`config.mk`:
```
export PLATFORM = sky130hd
export DESIGN_NAME = lsu_request_master
export DESIGN_NICKNAME = d
export VERILOG_FILES = /design/src/rtl/lsu_request_master.sv
export SDC_FILE = /design/constraint.sdc
export NUM_CORES = 1
export LEC_CHECK = 0
export ABC_AREA = 1
export CORE_ASPECT_RATIO = 1.1
export CORE_MARGIN = 5
export CORE_UTILIZATION = 40
export DETAILED_ROUTE_END_ITERATION = 7
export MAX_ROUTING_LAYER = met4
export PLACE_DENSITY = 0.71
export SYNTH_ARGS = -nofsm -noshare
export SYNTH_HDL_FRONTEND = slang
export SYNTH_SLANG_ARGS = --single-unit
```
`constraint.sdc`:
```
create_clock -name clk -period 2.5 [get_ports clk]
set_clock_uncertainty 0.1 [all_clocks]
set_input_delay 0.5 -clock clk [delete_from_list [all_inputs] [get_ports clk]]
set_output_delay 0.5 -clock clk [all_outputs]
set_load 0.01 [all_outputs]
```
`src/rtl/lsu_request_master.sv`:
```
// Load/store request master: computes the effective address, drives the word-addressed
// memory stage over AXI-Stream, merges sub-word stores (read-modify-write) and returns results.
module lsu_request_master #(
    parameter int unsigned ADDR_WORDS = 128
) (
    input  logic        clk,
    input  logic        rst,
    input  logic        req_valid,
    output logic        req_ready,
    input  logic [6:0]  req_opcode,
    input  logic [2:0]  req_funct3,
    input  logic [31:0] req_base,
    input  logic [31:0] req_offset,
    input  logic [31:0] req_wdata,
    input  logic [4:0]  req_rd,
    output logic [16:0] ctrl_data_o,
    output logic        axis_m_addr_tvalid,
    input  logic        axis_m_addr_tready,
    output logic [31:0] axis_m_addr_tdata,
    output logic        axis_m_data_tvalid,
    input  logic        axis_m_data_tready,
    output logic [31:0] axis_m_data_tdata,
    input  logic        axis_s_data_tvalid,
    output logic        axis_s_data_tready,
    input  logic [31:0] axis_s_data_tdata,
    output logic        wb_valid,
    input  logic        wb_ready,
    output logic        wb_we,
    output logic [4:0]  wb_rd,
    output logic [31:0] wb_data,
    output logic        wb_err
);

    localparam logic [6:0] OP_LOAD  = 7'b0000011;
    localparam logic [6:0] OP_STORE = 7'b0100011;

    typedef enum logic [1:0] {
        S_IDLE,
        S_RD,
        S_WR,
        S_RESP
    } state_t;

    state_t      state;
    logic [2:0]  funct3_q;
    logic        is_load_q;
    logic        err_q;
    logic [4:0]  rd_q;
    logic [1:0]  lane_q;
    logic [29:0] widx_q;
    logic [31:0] word_q;
    logic [31:0] rdata_q;

    logic [31:0] ea;
    logic        acc_load;
    logic        acc_store;
    logic        f3_ok;
    logic        misalign;
    logic        out_of_range;
    logic        acc_err;

    // Replace the addressed byte/halfword of mem_word with the low bits of src.
    function automatic logic [31:0] merge_word(input logic [31:0] mem_word,
                                               input logic [31:0] src,
                                               input logic [1:0]  size,
                                               input logic [1:0]  lane);
        logic [4:0]  sh;
        logic [31:0] mask;
        logic [31:0] ins;
        if (size == 2'd0) begin
            sh   = {lane, 3'b000};
            mask = 32'h0000_00FF << sh;
            ins  = {24'h0, src[7:0]} << sh;
        end else if (size == 2'd1) begin
            sh   = {lane[1], 4'b0000};
            mask = 32'h0000_FFFF << sh;
            ins  = {16'h0, src[15:0]} << sh;
        end else begin
            mask = '1;
            ins  = src;
        end
        return (mem_word & ~mask) | (ins & mask);
    endfunction

    function automatic logic [31:0] load_extract(input logic [31:0] w,
                                                 input logic [2:0]  f3,
                                                 input logic [1:0]  lane);
        logic [7:0]  b;
        logic [15:0] h;
        logic [31:0] sw;
        sw = w >> {lane, 3'b000};
        b  = sw[7:0];
        h  = lane[1] ? w[31:16] : w[15:0];
        case (f3)
            3'd0:    return {{24{b[7]}}, b};
            3'd4:    return {24'h0, b};
            3'd1:    return {{16{h[15]}}, h};
            3'd5:    return {16'h0, h};
            default: return w;
        endcase
    endfunction

    always_comb begin
        ea           = req_base + req_offset;
        acc_load     = (req_opcode == OP_LOAD);
        acc_store    = (req_opcode == OP_STORE);
        f3_ok        = acc_load ? (req_funct3 inside {3'd0, 3'd1, 3'd2, 3'd4, 3'd5})
                                : (req_funct3 inside {3'd0, 3'd1, 3'd2});
        misalign     = ((req_funct3[1:0] == 2'd1) && ea[0]) ||
                       ((req_funct3[1:0] == 2'd2) && (ea[1:0] != 2'b00));
        out_of_range = ({2'b00, ea[31:2]} >= 32'(ADDR_WORDS));
        acc_err      = !(acc_load || acc_store) || !f3_ok || misalign || out_of_range;
    end

    always_ff @(posedge clk) begin
        if (!rst) begin
            state     <= S_IDLE;
            funct3_q  <= '0;
            is_load_q <= 1'b0;
            err_q     <= 1'b0;
            rd_q      <= '0;
            lane_q    <= '0;
            widx_q    <= '0;
            word_q    <= '0;
            rdata_q   <= '0;
        end else begin
            case (state)
                S_IDLE: begin
                    if (req_valid) begin
                        funct3_q  <= req_funct3;
                        is_load_q <= acc_load;
                        err_q     <= acc_err;
                        rd_q      <= req_rd;
                        lane_q    <= ea[1:0];
                        widx_q    <= ea[31:2];
                        word_q    <= req_wdata;
                        rdata_q   <= '0;
                        if (acc_err)
                            state <= S_RESP;
                        else if (acc_store && req_funct3[1:0] == 2'd2)
                            state <= S_WR;
                        else
                            state <= S_RD;
                    end
                end
                S_RD: begin
                    if (axis_s_data_tvalid && axis_m_addr_tready) begin
                        if (is_load_q) begin
                            rdata_q <= load_extract(axis_s_data_tdata, funct3_q, lane_q);
                            state   <= S_RESP;
                        end else begin
                            // word_q still holds rs2 here; it becomes the merged store word
                            word_q <= merge_word(axis_s_data_tdata, word_q, funct3_q[1:0], lane_q);
                            state  <= S_WR;
                        end
                    end
                end
                S_WR: begin
                    if (axis_m_addr_tready && axis_m_data_tready)
                        state <= S_RESP;
                end
                S_RESP: begin
                    if (wb_ready)
                        state <= S_IDLE;
                end
                default: state <= S_IDLE;
            endcase
        end
    end

    // Outputs are gated by rst so nothing (especially a store opcode) leaks in the reset cycle.
    always_comb begin
        req_ready          = 1'b0;
        ctrl_data_o        = '0;
        axis_m_addr_tvalid = 1'b0;
        axis_m_addr_tdata  = '0;
        axis_m_data_tvalid = 1'b0;
        axis_m_data_tdata  = '0;
        axis_s_data_tready = 1'b0;
        wb_valid           = 1'b0;
        wb_we              = 1'b0;
        wb_rd              = '0;
        wb_data            = '0;
        wb_err             = 1'b0;
        if (rst) begin
            case (state)
                S_IDLE: req_ready = 1'b1;
                S_RD: begin
                    ctrl_data_o        = {7'b0, 3'b010, OP_LOAD};
                    axis_m_addr_tvalid = 1'b1;
                    axis_m_addr_tdata  = {2'b00, widx_q};
                    axis_s_data_tready = 1'b1;
                end
                S_WR: begin
                    ctrl_data_o        = {7'b0, funct3_q, OP_STORE};
                    axis_m_addr_tvalid = 1'b1;
                    axis_m_addr_tdata  = {2'b00, widx_q};
                    axis_m_data_tvalid = 1'b1;
                    axis_m_data_tdata  = word_q;
                end
                S_RESP: begin
                    wb_valid = 1'b1;
                    wb_err   = err_q;
                    wb_we    = is_load_q && !err_q;
                    wb_rd    = (is_load_q && !err_q) ? rd_q : 5'd0;
                    wb_data  = rdata_q;
                end
                default: ;
            endcase
        end
    end

endmodule

```
# Word-level counts from Yosys, hierarchy flattened
# Cells that the tools add are included.
# Widths: inputs -> output; s select.
dict set report op_classes {
  n_bitwise 4
  reduce_logical 27
  magnitude_cmp 1
  shifts 5
  n_eq_ne 21
  addsub 1
  n_mux 56
}
# operator n
set op_table {}
lappend op_table {{$mux 32} 22}
lappend op_table {{$pmux 32 s2} 2}
lappend op_table {{$pmux 32 s4} 1}
lappend op_table {{$and 32x32->32} 2}
lappend op_table {{$mux 30} 2}
lappend op_table {{$add 32x32->32} 1}
lappend op_table {{$not 32->32} 1}
lappend op_table {{$or 32x32->32} 1}
lappend op_table {{$shl 16x5->32} 1}
lappend op_table {{$shl 16x5->32 const A} 1}
lappend op_table {{$shl 8x5->32} 1}
lappend op_table {{$shl 8x5->32 const A} 1}
lappend op_table {{$shr 32x5->8} 1}
lappend op_table {{$ge 30x8->1 const B} 1}
lappend op_table {{$pmux 10 s2} 1}
lappend op_table {{$mux 1} 16}
lappend op_table {{$mux 16} 1}
lappend op_table {{$mux 5} 3}
lappend op_table {{$eq 3x3->1 const B} 4}
lappend op_table {{$mux 2} 6}
lappend op_table {{$ne 2x2->1 const B} 6}
lappend op_table {{$reduce_and 4->1} 3}
lappend op_table {{$mux 10} 1}
lappend op_table {{$pmux 2 s4} 1}
lappend op_table {{16 further kinds} 35}
dict set report word_totals {
  ff_bits 108
  output_inout_bits 125
  inputBits 150
}

# Logic depth before layout (Yosys ltp)
# Gate-level depths: netlist of run 1.
dict set report logic_depth {
  depth_word 13
  depth_mapped 20
}

# Least setup slack after synthesis of run 1
# OpenSTA, ideal clock, no wires.
dict set report synth_path {
  path_type {input to register}
  startpoint {input req_base[0]}
  endpoint {register state[0]}
  path_slack_ns 0.028
  arrival_time_ns 2.240
  required_ns 2.268
  n_path_buf 0
  path_stages 19
  setup_ns 0.132
  path_cell_list {ha_1 inv_1 fa_1 inv_1 nand3_1 nand2_2 nand2_1 nand2_1 nand2_1 nand2_1 nand2_1 nand2_1 nand2_1 nor2_1 nand3_1 nor2_2 nand3_1 nand2_1 a21oi_1}
}
dict set report synth_via {
  elab_chain_cells 9
  word_cells_on_any_way 11
  classes_between {add/sub: 1; order compare: 1; mux: 3; reduce/logical: 6}
}
# item line
set synth_rtl {}
lappend synth_rtl {{start, declared} 12} ;# input logic [31:0] req_base,
lappend synth_rtl {{$add 32x32->32 *} 104} ;# ea = req_base + req_offset;
lappend synth_rtl {{branches (longest 4 deep; another with $ge 30x8->1)} n/a}
lappend synth_rtl {{$logic_or 1x1->1 *} 112} ;# acc_err = !(acc_load || acc_store) || !f3_ok || misalign || out_of_range;
lappend synth_rtl {{$mux 2 *} 138} ;# if (acc_err)
lappend synth_rtl {{$mux 2 *} 129} ;# if (req_valid) begin
lappend synth_rtl {{$pmux 2 s4 *} 127} ;# case (state)
lappend synth_rtl {{end signal, assigned} 117} ;# state <= S_IDLE;
lappend synth_rtl {{end signal, assigned} 139} ;# state <= S_RESP;
lappend synth_rtl {{end signal, assigned} 141} ;# state <= S_WR;
lappend synth_rtl {{end, declared} 44} ;# state_t state;
# Every way passes the cells marked *. The select of a mux whose other input is x is not followed.
# A chain may end at the register's enable or synchronous reset.

# Worst setup path after layout of run 1
dict set report layout_path {
  startpoint {register state[1]}
  endpoint {output axis_m_addr_tdata[10]}
}
dict set report layout_via {
  elab_chain_cells 4
  word_cells_on_any_way 5
  classes_between {eq/ne: 2; mux: 2; reduce/logical: 1}
}
# item line
set layout_rtl {}
lappend layout_rtl {{$eq 2x2->1 or $eq 2x1->1 (tied branches)} 186} ;# case (state)
lappend layout_rtl {{$reduce_or 2->1 (no line) *} n/a}
lappend layout_rtl {{$mux 30 *} 186}
lappend layout_rtl {{$mux 30 *} 185} ;# if (rst) begin
lappend layout_rtl {{end, declared} 19} ;# output logic [31:0] axis_m_addr_tdata,
# Every way passes the cells marked *; elsewhere a longest branch is shown, timed or not.

==> out/results.md, run 1 <==
| Metric | Reported | Unit |
| --- | --- | --- |
| Vertical die dimension | 163.6 | um |
| Yosys reg bits | 108 | - |
| Gate count after technology mapping | 1461 | - |
| Reported max-cap violation count | 0 | - |
| Cell Pwr Density | 626.3 | nW/um^2 |
| Post-detailed-route DRC marker count | 0 | - |
| Number of nets still failing antenna checks after routing | 0 | - |
| Antenna fix cells | 0 | - |
| Sink Count | 108 | - |
| Number of distinct library cell variants in the gate-level netlist after synthesis | 52 | - |
| Critical path startpoint category | flop | - |
| Average routed wire per standard cell | 16.23 | um |
| Number of enable-type register cells in the synthesized netlist | 0 | - |
| Final setup viols | 0 | - |
| Area post-placement | 12250 | sq um |
| Die Outline Area | 24470 | sq um |
| Setup repair after global routing missed its margin | yes | - |
| Maximum number of buffers from clock root to sink | 2 | - |
| Overall die width | 149.6 | um |
| Syn Std Cell Area | 8576 | sq um |
| Combined global-route utilization of all metal layers | 28.16 | % |
| CP max FO | 19 | - |
| H-tree Lvls | 3 | - |
| Number of buffer and inverter instances along the worst setup path | 3 | - |
| Placer congestion estimate | 1.017 | - |
| Achievable Freq | 410.0 | MHz |
| IR Drop Worst-Case VDD | 0.3768 | mV |
| Max stage delay cell, worst path | dfxtp_1 | - |
| Share of the clock period used by the worst path | 97.55 | % |
| Vias in the first global route | 10570 | - |
| DP Wirelength | 26660 | um |
| Final Instance Count excl. Fillers | 2127 | - |
| Port bufs | 261 | - |
| Pin count of the biggest net entering global routing | 65 | - |
| Portion of total power attributed to combinational logic | 56.5 | % |
| Actual slew at the worst max-slew pin | 0.5738 | ns |
| Initial core utilization | 40.39 | % |
| Mean instance size in the synthesized netlist | 5.870 | sq um |
| Root buffer cell | clkbuf_16 | - |
| Crit path capture type | output port | - |
| GRT overflow | 0 | - |
| Critical-path cell list | inv_1, ha_1, nand2_2, buf_12, nor2_1, dlygate4sd2_1 | - |
| Leakage | 6.722 | nW |
| Clock buffer count from CTS | 9 | - |
| Final min period | 2.439 | ns |
| Final Hold Violating Endpoints | 0 | - |
| # rows | 56 | - |
| Yosys warnings | 0 | - |
| Detailed Route Iter0 Violations | 621 | - |
| Required time of the critical path | 1.90 | ns |
| Share of synthesized flip-flops with an asynchronous set or reset | 0 | % |
| Proportion of power drawn by the clock network | 16.2 | % |
| # hold bufs at CTS | 0 | - |
| Clock transition at the register clock pins on the worst setup and hold paths after CTS | 0.08 | ns |
| Number of pins exceeding their max-slew limit in the final report | 0 | - |
| # placed instances | 2077 | - |
| P&R area growth vs syn | 61.18 | % |
| Most instantiated flip-flop cell in the synthesis netlist | dfxtp_1 | - |
| Status | finished, final reports clean | - |
| Routed WL | 34520 | um |
| Share of layout cells above drive strength 1 | 21.77 | % |
| Share of synthesized area occupied by flip-flops and latches | 25.21 | % |
| Number of vias per cell after detailed routing | 5.035 | - |
| Final-stage net count | 2019 | - |
| Minimum hold slack | 0.3583 | ns |
| Startpoint-to-endpoint class of the critical path | flop to output port | - |
| Crit path max-delay family | buffers and inverters | - |
| First-pass GRT wire length | 53700 | um |
| Initial antenna violation count | 0 | - |
| Drt pass-1 iters | 5 | - |
| Cell Int Power | 0.004755 | W |
| Peak per-stage delay on the critical path | 0.34 | ns |
| Net switching power | 0.003902 | W |
| Vias | 10710 | - |
| Core area | 21230 | sq um |
| I/O pin total | 275 | - |
| CTS tree | done | - |
| Seq pwr share | 27.3 | % |
| Arrival time reported for the critical path endpoint | 1.84 | ns |
| Path type of the worst min-delay path | flop to flop | - |
| Max transition margin | 61.34 | % |
| Area of all placed cells without fillers | 13820 | sq um |
| Final design utilization | 65.10 | % |
| Clock latency reported for the late side of the worst-skew pair | 0.35 | ns |
| Sw Share | 45.07 | % |
[path summary, 6_finish.rpt]
kind / slack (ns) / depth (start not counted) / startpoint / endpoint
max: 0.06 / 6 / state[1]$_SDFFE_PN0P_ / axis_m_addr_tdata[10]
min: 0.36 / 2 / rd_q[2]$_SDFFE_PN0P_ / rd_q[2]$_SDFFE_PN0P_
max reg2reg: 0.33 / 10 / funct3_q[1]$_SDFFE_PN0P_ / flop
min reg2reg: 0.36 / 2 / rd_q[2]$_SDFFE_PN0P_ / rd_q[2]$_SDFFE_PN0P_
[layout make-up]
class                           instances  area, sq um
Inverter                              281         1057
Multi-Input combinational cell       1013         6183
Fill cell                            1989         7408
Sequential cell                       108         2162
Timing Repair Buffer                  419         3771
Clock inverter                          7        60.06
Clock buffer                            9        225.2
Tap cell                              290        362.8
[what timing repair did]
| action | in CTS | in global routing |
|---|---|---|
| gates resized for setup | 321 | 121 |
| gates cloned | 1 | 0 |
| setup endpoints to repair | 116 | 11 |
| buffers inserted | 23 | 10 |
| pin swaps | 82 | 57 |
[power groups by stage]
stage               registers (W)  logic (W)  clock network (W)
floorplan                 0.00233    0.00267                  0
global placement          0.00239    0.00442                  0
detailed placement        0.00240    0.00447                  0
CTS                       0.00236    0.00469            0.00143
global route              0.00241    0.00539            0.00150
finish                    0.00236    0.00489            0.00141
[cell families (layout without fill, tap and decap cells)]
family	Yosys count	after routing	synth area share, %
XOR/XNOR	7	7	0.8026
AND/OR/NAND/NOR	647	647	30.97
buffers and inverters	352	716	16.30
adder cells (fa/ha/maj)	37	37	5.486
AO/OA/AOI/OAI	309	309	21.18
other	1	13	0.04373
flip-flops	108	108	25.21
[layer usage]
metal	global-route usage (%)	share of wire, %	routed length [um]	up-vias
met5	-	0	0	-
met4	10.94	4.0	1379	0
met3	3.441	6.5	2254	92
met2	50.00	50	17390	418
met1	32.28	39	13500	4829
li1	-	-	-	5370
[synth_stat cells (2+ instances only)]
library cell / n / area share, %
dfxtp_1: 108 / 25
nand2_1: 369 / 16
nand2_2: 11 / 0.80
nand4_1: 8 / 0.58
inv_1: 274 / 12
ha_1: 36 / 5.3
o2111ai_1: 2 / 0.20
nor2_2: 5 / 0.36
o22ai_1: 14 / 1.0
a211oi_1: 3 / 0.26
clkbuf_1: 45 / 2.0
o21ai_1: 11 / 0.64
nor3_1: 5 / 0.29
nor2_1: 182 / 8.0
a21o_1: 2 / 0.18
and2_1: 2 / 0.15
nor3_2: 4 / 0.47
a21oi_1: 99 / 5.8
xnor2_1: 3 / 0.31
nand3_1: 42 / 2.5
nor4_1: 2 / 0.15
o211ai_1: 21 / 1.8
buf_4: 16 / 1.4
o32ai_1: 8 / 0.82
buf_1: 2 / 0.088
nand3b_1: 11 / 0.96
o21ai_0: 90 / 5.3
a31oi_1: 33 / 2.4
a32oi_1: 8 / 0.82
o221ai_1: 10 / 1.0
xor2_1: 3 / 0.31
inv_2: 4 / 0.18
clkinv_1: 3 / 0.13
buf_2: 7 / 0.41
[worst min-delay path, cell delays in order (launching register included)]
cell and delay (ns):
dfxtp_1 0.30, inv_1 0.06, a21oi_1 0.05
[placed cells by master (no fill, tap or decap), types with 14 or more instances in the layout]
cell type        netlist  routed
o22ai_1               14      14
nand3_2                0      15
nand2_4                0      23
nor2_4                 1      14
o21ai_1               11      14
nand3_1               42      25
a21oi_1               99      80
o21ai_0               90      84
inv_1                274     263
ha_4                   0      30
inv_2                  4      14
nand2_1              369     305
buf_4                 16     138
clkdlybuf4s50_1        0      98
dfxtp_1              108     108
o211ai_1              21      21
nor2_2                 5      28
nand2_2               11      52
nor2_1               182     146
a31oi_1               33      33
dlygate4sd2_1          0     141
[through the flow]
| step | TNS (ns) | setup WS (ns) | total power (W) |
|---|---|---|---|
| final | 0 | 0.06117 | 0.008656 |
| after global routing | -0.1858 | -0.06543 | 0.009306 |
| after CTS | -0.03355 | -0.03355 | 0.008484 |
| after detailed placement | -8.523 | -0.7675 | 0.006866 |
| after global placement | -7.743 | -0.6732 | 0.006814 |
| after floorplan | 0 | 0.02756 | 0.004999 |
No activity file was read; power rests on OpenSTA's default activity.
==> run 2: changes to the inputs <==
Settings changed: CAP_MARGIN set to 30.
==> results of run 2 <==
Same layout as run 1: the final DEF is identical, and so are final timing and power.
==> run 3: changes to the inputs <==
Settings changed: SKIP_LAST_GASP set to 1.
==> out/results.md, run 3 (synthesis gave the netlist of run 1 again) <==
| Metric | Reported | Unit |
| --- | --- | --- |
| Status | finished, final reports clean | - |
| Clock transition at the register clock pins on the worst setup and hold paths after CTS | 0.08 | ns |
| Cell Pwr Density | 626.2 | nW/um^2 |
| Max transition margin | 61.39 | % |
| Clock buffer count from CTS | 9 | - |
| Final min period | 2.458 | ns |
| Required time of the critical path | 2.62 | ns |
| Multi-input gate area | 6175 | sq um |
| Vias in the first global route | 10570 | - |
| Share of layout cells above drive strength 1 | 21.76 | % |
| Total of fill cells in the finished design | 1982 | - |
| Achievable Freq | 406.8 | MHz |
| Launch point of the worst reg-to-reg path | funct3_q[1]$_SDFFE_PN0P_ | - |
| Reported max-cap violation count | 0 | - |
| Hold Path Sink | rd_q[1]$_SDFFE_PN0P_ | - |
| Register area | 2162 | sq um |
| Number of buffer and inverter instances along the worst setup path | 4 | - |
| H-tree Lvls | 3 | - |
| Commonest non-fill, non-tap cell in the layout | nand2_1 | - |
| Sink Count | 108 | - |
| Post-placement worst setup slack | -0.7675 | ns |
| GRT overflow | 0 | - |
| Critical path startpoint category | input port | - |
| Average routed wire per standard cell | 16.27 | um |
| Initial antenna violation count | 0 | - |
| Port bufs | 261 | - |
| CP max FO | 3 | - |
| Overall die width | 149.6 | um |
| Actual slew at the worst max-slew pin | 0.5731 | ns |
| Share of the clock period used by the worst path | 98.33 | % |
| Logic depth of the worst register-to-register path | 10 | - |
| Number of nets still failing antenna checks after routing | 0 | - |
| Setup repair after global routing missed its margin | yes | - |
| Vertical die dimension | 163.6 | um |
| Detailed Route Iter0 Violations | 579 | - |
| Number of vias per cell after detailed routing | 5.031 | - |
| Drt pass-1 iters | 5 | - |
| Initial core utilization | 40.39 | % |
| Post-detailed-route DRC marker count | 0 | - |
| Final Hold Violating Endpoints | 0 | - |
| Maximum number of buffers from clock root to sink | 2 | - |
| # hold bufs at CTS | 0 | - |
| I/O pin total | 275 | - |
| Peak per-stage delay on the critical path | 0.28 | ns |
| Final-stage net count | 2020 | - |
| Hold depth | 2 | - |
| P&R area growth vs syn | 61.18 | % |
| Highest-count cells in the layout ignoring fill and taps | nand2_1 (305), inv_1 (264), nor2_1 (145) | - |
| Routed WL | 34630 | um |
| First-pass GRT wire length | 53690 | um |
| Die Outline Area | 24470 | sq um |
| Placer congestion estimate | 1.017 | - |
| Crit path setup slack, layout | 0.04182 | ns |
| CTS tree | done | - |
| Sum Neg Setup Slack | 0 | ns |
| Path type of the worst min-delay path | flop to flop | - |
| CP most frequent cell | nand2_1 | - |
| Arrival time reported for the critical path endpoint | 2.58 | ns |
| Critical-path cell list | dlygate4sd2_1, ha_4, buf_4, nand2_2, inv_2, nand2_4, buf_4, nor2_4, nand2_2, nand2_1, nand2_1, nand2_1, nand3_1, nor2_1, nand2_1, nor2_4, nand3_2, nand2_1, a21oi_1 | - |
| Vias | 10710 | - |
| Crit path max-delay family | simple AND/OR/NAND/NOR gates | - |
| Combined global-route utilization of all metal layers | 28.15 | % |
| Antenna fix cells | 0 | - |
| Root buffer cell | clkbuf_16 | - |
| Hold path startpoint | rd_q[1]$_SDFFE_PN0P_ | - |
| # rows | 56 | - |
| Minimum hold slack | 0.3589 | ns |
| Clock latency reported for the late side of the worst-skew pair | 0.35 | ns |
| Startpoint-to-endpoint class of the critical path | input port to flop | - |
| Pin count of the biggest net entering global routing | 65 | - |
| Tot Pwr | 0.008656 | W |
| DP Wirelength | 26660 | um |
| IR Drop Worst-Case VDD | 0.3789 | mV |
| Number of pins exceeding their max-slew limit in the final report | 0 | - |
| Crit path capture type | flop | - |
| Core area | 21230 | sq um |
| Final setup viols | 0 | - |
| R2r setup slk | 0.32 | ns |
| Max stage delay cell, worst path | ha_4 | - |
| Leakage | 6.732 | nW |
run 3: worst max path at each step:
stage | to | cells past startpoint | from
floorplan | state[0]$_SDFFE_PN0P_ | 19 | req_base[0]
global placement | state[0]$_SDFFE_PN0P_ | 20 | req_base[0]
detailed placement | state[0]$_SDFFE_PN0P_ | 20 | req_base[0]
CTS | wb_we | 7 | state[0]$_SDFFE_PN0P_
global route | state[0]$_SDFFE_PN0P_ | 19 | req_offset[17]
finish | state[0]$_SDFFE_PN0P_ | 19 | req_offset[12]
run 3: worst register-to-register path, delay by kind of cell, from the launching register on:
family          cells  cell delay [ns]
flops               1             0.39
compound gates      4             0.65
buf+inv             3             0.51
simple gates        3             0.45
run 3: per-stage QoR:
step                      util (%)  cell area, sq um  instances
after global placement       57.69             12250       2077
after CTS                    62.65             13300       2117
after floorplan                  -              8621       1473
final                        65.10             13820       2128
after detailed placement     57.69             12250       2077
after global routing         65.10             13820       2128
run 3: layout make-up:
cell class	instances	area share, %
clock buffer	9	1.629
clock inverter	7	0.4345
inverter	281	7.649
multi-input combinational	1013	44.67
sequential	108	15.64
tap	290	2.625
timing repair buffer	420	27.35
run 3: timing repair:
action                     in CTS  in global routing
setup endpoints to repair     116                 27
gates cloned                    1                  0
resized for setup             319                119
pin swaps                      82                 56
buffers inserted               23                 11
run 3: per-layer routing:
metal  GRT usage, %  vias to the layer above  share of wire, %
li1               -                     5368                 -
met3          3.441                       97               5.5
met2          50.00                      363                50
met1          32.27                     4877                40
met5              -                        -                 0
met4          10.94                        0               4.3
run 3: power breakdown:
group / internal, W / total [W] / switching (W)
clock: 0.000695 / 0.00140 / 0.000709
sequential: 0.00213 / 0.00236 / 0.000236
combinational: 0.00193 / 0.00489 / 0.00296
